### config.mk
export PLATFORM = sky130hd
export DESIGN_NAME = fetch_pc_unit
export DESIGN_NICKNAME = d
export VERILOG_FILES = /design/src/rtl/fetch_pc_unit_pkg.sv /design/src/rtl/fetch_pc_unit.sv
export SDC_FILE = /design/constraint.sdc
export NUM_CORES = 1
export LEC_CHECK = 0
export CAP_MARGIN = 20
export CORE_ASPECT_RATIO = 0.8
export CORE_MARGIN = 2
export CORE_UTILIZATION = 44
export DETAILED_ROUTE_END_ITERATION = 10
export HOLD_SLACK_MARGIN = 0.08
export PLACE_DENSITY = 0.82
export SLEW_MARGIN = 15
export SYNTH_ARGS = -nofsm -noshare
export SYNTH_HDL_FRONTEND = slang
export SYNTH_SLANG_ARGS = --single-unit
export TNS_END_PERCENT = 50
### constraint.sdc
create_clock -name clk -period 4.5 [get_ports clk]
set_clock_uncertainty 0.15 [all_clocks]
set_input_delay 1.35 -clock clk [delete_from_list [all_inputs] [get_ports clk]]
set_output_delay 1.35 -clock clk [all_outputs]
set_load 0.01 [all_outputs]
### src/rtl/fetch_pc_unit_pkg.sv
// Shared definitions for the fetch stage: fetch state, default parameters,
// the NOP encoding and the byte-to-word address helper.
package fetch_pc_unit_pkg;

    localparam logic [31:0] DEFAULT_RESET_PC   = 32'h0000_0000;
    localparam int unsigned DEFAULT_IMEM_DEPTH = 1024;
    localparam logic [31:0] DEFAULT_NOP_INSTR  = 32'h0000_0013;  // addi x0,x0,0

    typedef enum logic {
        ST_RUN   = 1'b0,
        ST_FAULT = 1'b1
    } fetch_state_e;

    function automatic logic [31:0] byte_to_word(input logic [31:0] byte_addr);
        return {2'b00, byte_addr[31:2]};
    endfunction

endpackage

### src/rtl/fetch_pc_unit.sv
// Program counter and fetch control ahead of a registered-read instruction
// memory: stall re-read, zero-bubble redirect, NOP gating and sticky fault.
module fetch_pc_unit
    import fetch_pc_unit_pkg::*;
#(
    parameter logic [31:0] RESET_PC   = DEFAULT_RESET_PC,
    parameter int unsigned IMEM_DEPTH = DEFAULT_IMEM_DEPTH,
    parameter logic [31:0] NOP_INSTR  = DEFAULT_NOP_INSTR
) (
    input  logic        clk,
    input  logic        rst,
    input  logic        stall,
    input  logic        redirect,
    input  logic [31:0] redirect_pc,
    input  logic [31:0] instr_i,
    output logic [31:0] PC_out_address,
    output logic [31:0] instr_o,
    output logic        instr_valid,
    output logic [31:0] instr_pc,
    output logic [31:0] instr_pc_plus4,
    output logic        fault,
    output logic [31:0] fault_pc
);

    localparam logic [31:0] DEPTH_WORDS = 32'(IMEM_DEPTH);

    logic [31:0]  pc_q;
    logic [31:0]  ipc_q;
    logic         valid_q;
    fetch_state_e state_q;
    logic [31:0]  fault_pc_q;

    logic [31:0]  fa;
    logic         fa_bad;

    // The memory has no read enable, so a stall re-presents the held word's address.
    function automatic logic [31:0] next_fetch_addr(
        input logic        stall_in,
        input logic        redirect_in,
        input logic [31:0] target,
        input logic [31:0] seq_pc,
        input logic [31:0] held_pc
    );
        if (stall_in) begin
            return held_pc;
        end else if (redirect_in) begin
            return target & ~32'd1;
        end else begin
            return seq_pc;
        end
    endfunction

    always_comb begin
        fa = fault_pc_q;
        if (state_q == ST_RUN) begin
            fa = next_fetch_addr(stall, redirect, redirect_pc, pc_q, ipc_q);
        end
    end

    assign fa_bad = fa[1] || (byte_to_word(fa) >= DEPTH_WORDS);

    always_ff @(posedge clk) begin
        if (rst) begin
            pc_q       <= RESET_PC;
            ipc_q      <= RESET_PC;
            valid_q    <= 1'b0;
            state_q    <= ST_RUN;
            fault_pc_q <= 32'd0;
        end else if (state_q == ST_RUN && !stall) begin
            if (fa_bad) begin
                state_q    <= ST_FAULT;
                fault_pc_q <= fa;
                valid_q    <= 1'b0;
            end else begin
                ipc_q   <= fa;
                pc_q    <= fa + 32'd4;
                valid_q <= 1'b1;
            end
        end
    end

    assign PC_out_address = byte_to_word(fa);
    assign instr_valid    = valid_q && (state_q == ST_RUN);
    assign instr_o        = instr_valid ? instr_i : NOP_INSTR;
    assign instr_pc       = ipc_q;
    assign instr_pc_plus4 = ipc_q + 32'd4;
    assign fault          = (state_q == ST_FAULT);
    assign fault_pc       = fault_pc_q;

endmodule

==> flow_metrics.tcl <==
set metrics [dict create \
    run_status "completed" \
    fin_crit_sh 0.991 \
    setup-violations-final 0 \
    timing.final.max_slew_violations 0 \
    grt_start_max_net_pins 56 \
    min_to "valid_q" \
    placement.io_buffers 226 \
    max_cap_viol_count 0 \
    wire_length_of_the_first_global_routing_pass_um 28000 \
    clockBufferDepth 2 \
    syn-mean-instance-area_um2 8.05 \
    first_iter_violations 465 \
    detail_route.vias_per_cell 5.32 \
    critical_path.n_buffers_inverters 4 \
    yosysSeqAreaShare 0.340 \
    grt_util_all_layers 0.260 \
    timing.critical_path.max_delay_family "buffers and inverters" \
    power_leakage_nw 3.28 \
    minimum_clock_period_ns 4.46 \
    route.vias.total 5738 \
    power_per_unit_of_standard_cell_area_mw_per_mm2 251 \
    cts.repair_timing.setup_buffer_count 0 \
    worst_hold_startpoint "valid_q" \
    worst-setup-path-type "in2out" \
    grt_pass1_vias 5226 \
    antennaDiodeCount 0 \
    maxSlewHeadroom 0.380 \
    clock_tree_from_tritoncts "yes" \
    synth.most_common_cell "sky130_fd_sc_hd__dfxtp_1" \
    floorplan_die_height_um 105 \
    slowest_stage "sky130_fd_sc_hd__clkdlybuf4s50_1" \
    r2r.worst_path.cells 7 \
    cts.reportedPaths.clkPinSlew_ns 0.06 \
    timing_worst_slew_pin_value_ns 0.929 \
    design.die.area_mm2 0.0138 \
    drtAntennaViolNets 0 \
    drive_gt1_frac 0.106 \
    areaGrowthSynthToFinish_pct 48.2 \
    synth_largest_type_area_fraction 0.340 \
    yosys.area.top_type "sky130_fd_sc_hd__dfxtp_1" \
    synth_cell_types 58 \
    seqPwrFrac 0.422 \
    critical_path.endpoint_type "primary output" \
    rsz0062_at_grt "yes" \
    place.gp.congestion 0.892 \
    critical_path.reg2reg.startpoint "fault" \
    critical_path.cell_chain "buf_2 > buf_4 > nor2_1 > buf_4 > a221o_1 > clkdlybuf4s50_1" \
    synth-seq-cells 96 \
    route.final.wire_length_um 18800 \
    clkPwrFrac 0.377 \
    register_to_register_path_setup_slack_ns 1.20 \
    clock_sinks 96 \
    pwr-share-comb 0.202 \
    final-hold-violation-count 0 \
    ir_worst_vdd_mv 0.180 \
    hold-path-cell-count 2 \
    postSynth.asyncResetShare 0 \
    cpMostUsedCell "sky130_fd_sc_hd__buf_4" \
    netSwitchingFraction 0.283 \
    final.fill_count 1077 \
    max_clock_freq_mhz 224 \
    hp-class "reg2reg" \
    place.detailed.hpwl_um 14000 \
    finish.net_count 970 \
    drt_drc_violations_left 0 \
    intPower_w 0.00151 \
    synth-main-ff-cell "sky130_fd_sc_hd__dfxtp_1" \
    syn_inst 702 \
    clk_root_buffer_cell "sky130_fd_sc_hd__clkbuf_16" \
    cts_max_level 3 \
    core_ar_mm2 0.0127 \
    edff_count_synth 0 \
    post_drt_wl_per_cell_um 17.4 \
    cells_after_dpl 1063 \
    worst_ep_required_time_ns 3.00 \
    finalInstanceArea_mm2 0.00837 \
    synth.cells.most_frequent "sky130_fd_sc_hd__dfxtp_1 (96), sky130_fd_sc_hd__nand2_1 (82), sky130_fd_sc_hd__and2_1 (70)" \
    floorplan.die.width_um 131 \
    startpoint_type "primary input" \
    path_max_fanout 11 \
    design.portCount 230 \
    fin_cells 1079 \
    cts.hold.buffers_added 0 \
    synth.area.top_cells "sky130_fd_sc_hd__dfxtp_1 (34%), sky130_fd_sc_hd__mux2i_1 (8.3%), sky130_fd_sc_hd__and2_1 (7.8%)" \
    max_stage_delay_ns 0.52 \
    p_sw_w 0.000595 \
    numCtsBuffers 9 \
    initial_utilization 0.445 \
    grt_antenna_before_repair 0 \
    syn-cell-area_mm2 0.00565 \
    r2r_end "instr_pc[3]" \
    timing.setup.tns_ns 0 \
    dpl_cell_area_mm2 0.00801 \
    first_pass_iters 7 \
    arrival_ns 2.96 \
    overflow 0 \
    synth.yosys.warnings 0 \
    clkLatencyLatePin_ns 0.35 \
    fp-row-count 37 \
    fin_util 0.660 \
]
-- worst register-to-register path: stages, from the launching register on --
cell	delay, ns
sky130_fd_sc_hd__dfxtp_2	0.80
sky130_fd_sc_hd__buf_4	0.42
sky130_fd_sc_hd__nor4b_1	0.36
sky130_fd_sc_hd__nand3_1	0.18
sky130_fd_sc_hd__o31ai_2	0.15
sky130_fd_sc_hd__nand3_1	0.30
sky130_fd_sc_hd__nor2_1	0.62
sky130_fd_sc_hd__a211oi_1	0.17
-- power by group through the flow --
stage | sequential, W | clock [W] | combinational, W
floorplan | 0.000902 | 0 | 0.000225
global placement | 0.000905 | 0 | 0.000410
detailed placement | 0.000906 | 0 | 0.000414
CTS | 0.000886 | 0.000796 | 0.000417
global route | 0.000889 | 0.000826 | 0.000450
finish | 0.000887 | 0.000793 | 0.000425
-- worst max path at each step --
| stage | cells past startpoint | end | start | slack, ns |
|---|---|---|---|---|
| floorplan | 9 | PC_out_address[21] | redirect | 0.37 |
| global placement | 5 | PC_out_address[10] | redirect_pc[12] | -0.19 |
| detailed placement | 5 | PC_out_address[10] | redirect_pc[12] | -0.22 |
| CTS | 5 | PC_out_address[11] | redirect_pc[13] | 0.0007 |
| global route | 6 | PC_out_address[21] | redirect_pc[23] | -0.02 |
| finish | 6 | PC_out_address[3] | stall | 0.04 |
-- flip-flops by register name, summed over array words and instances (netlist names) --
register  flops
fault         1
pc_q         32
instr_pc     30
valid_q       1
fault_pc     32
-- per-stage QoR --
step / power (W) / hold WS [ns] / setup WS [ns]
floorplan: 0.00113 / 0.276 / 0.373
global placement: 0.00131 / 0.288 / -0.190
detailed placement: 0.00132 / 0.295 / -0.216
CTS: 0.00210 / 0.302 / 0.000694
global route: 0.00217 / 0.319 / -0.0183
finish: 0.00211 / 0.301 / 0.0424
-- layout by cell type, fill, tap and decap left out, types with 5 or more instances in the layout --
master / count
sky130_fd_sc_hd__nor2b_1: 7
sky130_fd_sc_hd__a221o_1: 5
sky130_fd_sc_hd__clkdlybuf4s50_1: 215
sky130_fd_sc_hd__buf_4: 42
sky130_fd_sc_hd__nor2_1: 35
sky130_fd_sc_hd__xor2_1: 9
sky130_fd_sc_hd__nor4_1: 11
sky130_fd_sc_hd__and3_1: 7
sky130_fd_sc_hd__a21oi_1: 35
sky130_fd_sc_hd__dlymetal6s2s_1: 7
sky130_fd_sc_hd__a211oi_1: 5
sky130_fd_sc_hd__mux2_2: 10
sky130_fd_sc_hd__mux2i_1: 45
sky130_fd_sc_hd__and3b_1: 5
sky130_fd_sc_hd__dfxtp_1: 95
sky130_fd_sc_hd__nand4_1: 12
sky130_fd_sc_hd__o21ai_0: 22
sky130_fd_sc_hd__nor3_1: 24
sky130_fd_sc_hd__and2_1: 70
sky130_fd_sc_hd__o32ai_1: 5
sky130_fd_sc_hd__nand2_1: 82
sky130_fd_sc_hd__inv_1: 14
sky130_fd_sc_hd__nand3_1: 25
sky130_fd_sc_hd__xnor2_1: 23
sky130_fd_sc_hd__clkbuf_16: 9
sky130_fd_sc_hd__o21ai_1: 11
-- timing repair --
item                                    CTS  global route
resized for setup                         6            24
pin swaps                                 1             0
gates cloned                              0             0
endpoints found under the setup margin    5            21
-- cells by family after synthesis --
| group | Yosys count | synth area share |
|---|---|---|
| buffers and inverters | 102 | 0.0990 |
| other | 1 | 0.000664 |
| XOR/XNOR | 32 | 0.0496 |
| flip-flops | 96 | 0.340 |
| AO/OA/AOI/OAI | 115 | 0.130 |
| AND/OR/NAND/NOR | 296 | 0.271 |
| multiplexers | 57 | 0.103 |
| adder cells (fa/ha/maj) | 3 | 0.00664 |
-- layer usage --
metal / global-route usage / share of wire
met3: 0.0421 / 0.074
met5: 0 / 0
met4: 0.0783 / 0.021
met1: 0.378 / 0.45
met2: 0.393 / 0.45
-- area by class of cell --
class                   count  area [um^2]  area share
clock inverters             7         78.8     0.00941
clock buffers               9          225      0.0269
flip-flops and latches     96         1920       0.230
repair buffers            271         2650       0.316
inverters                  16         60.1     0.00717
well taps                 175          219      0.0262
multi-input cells         505         3220       0.385
(Power assumes the default switching activity.)
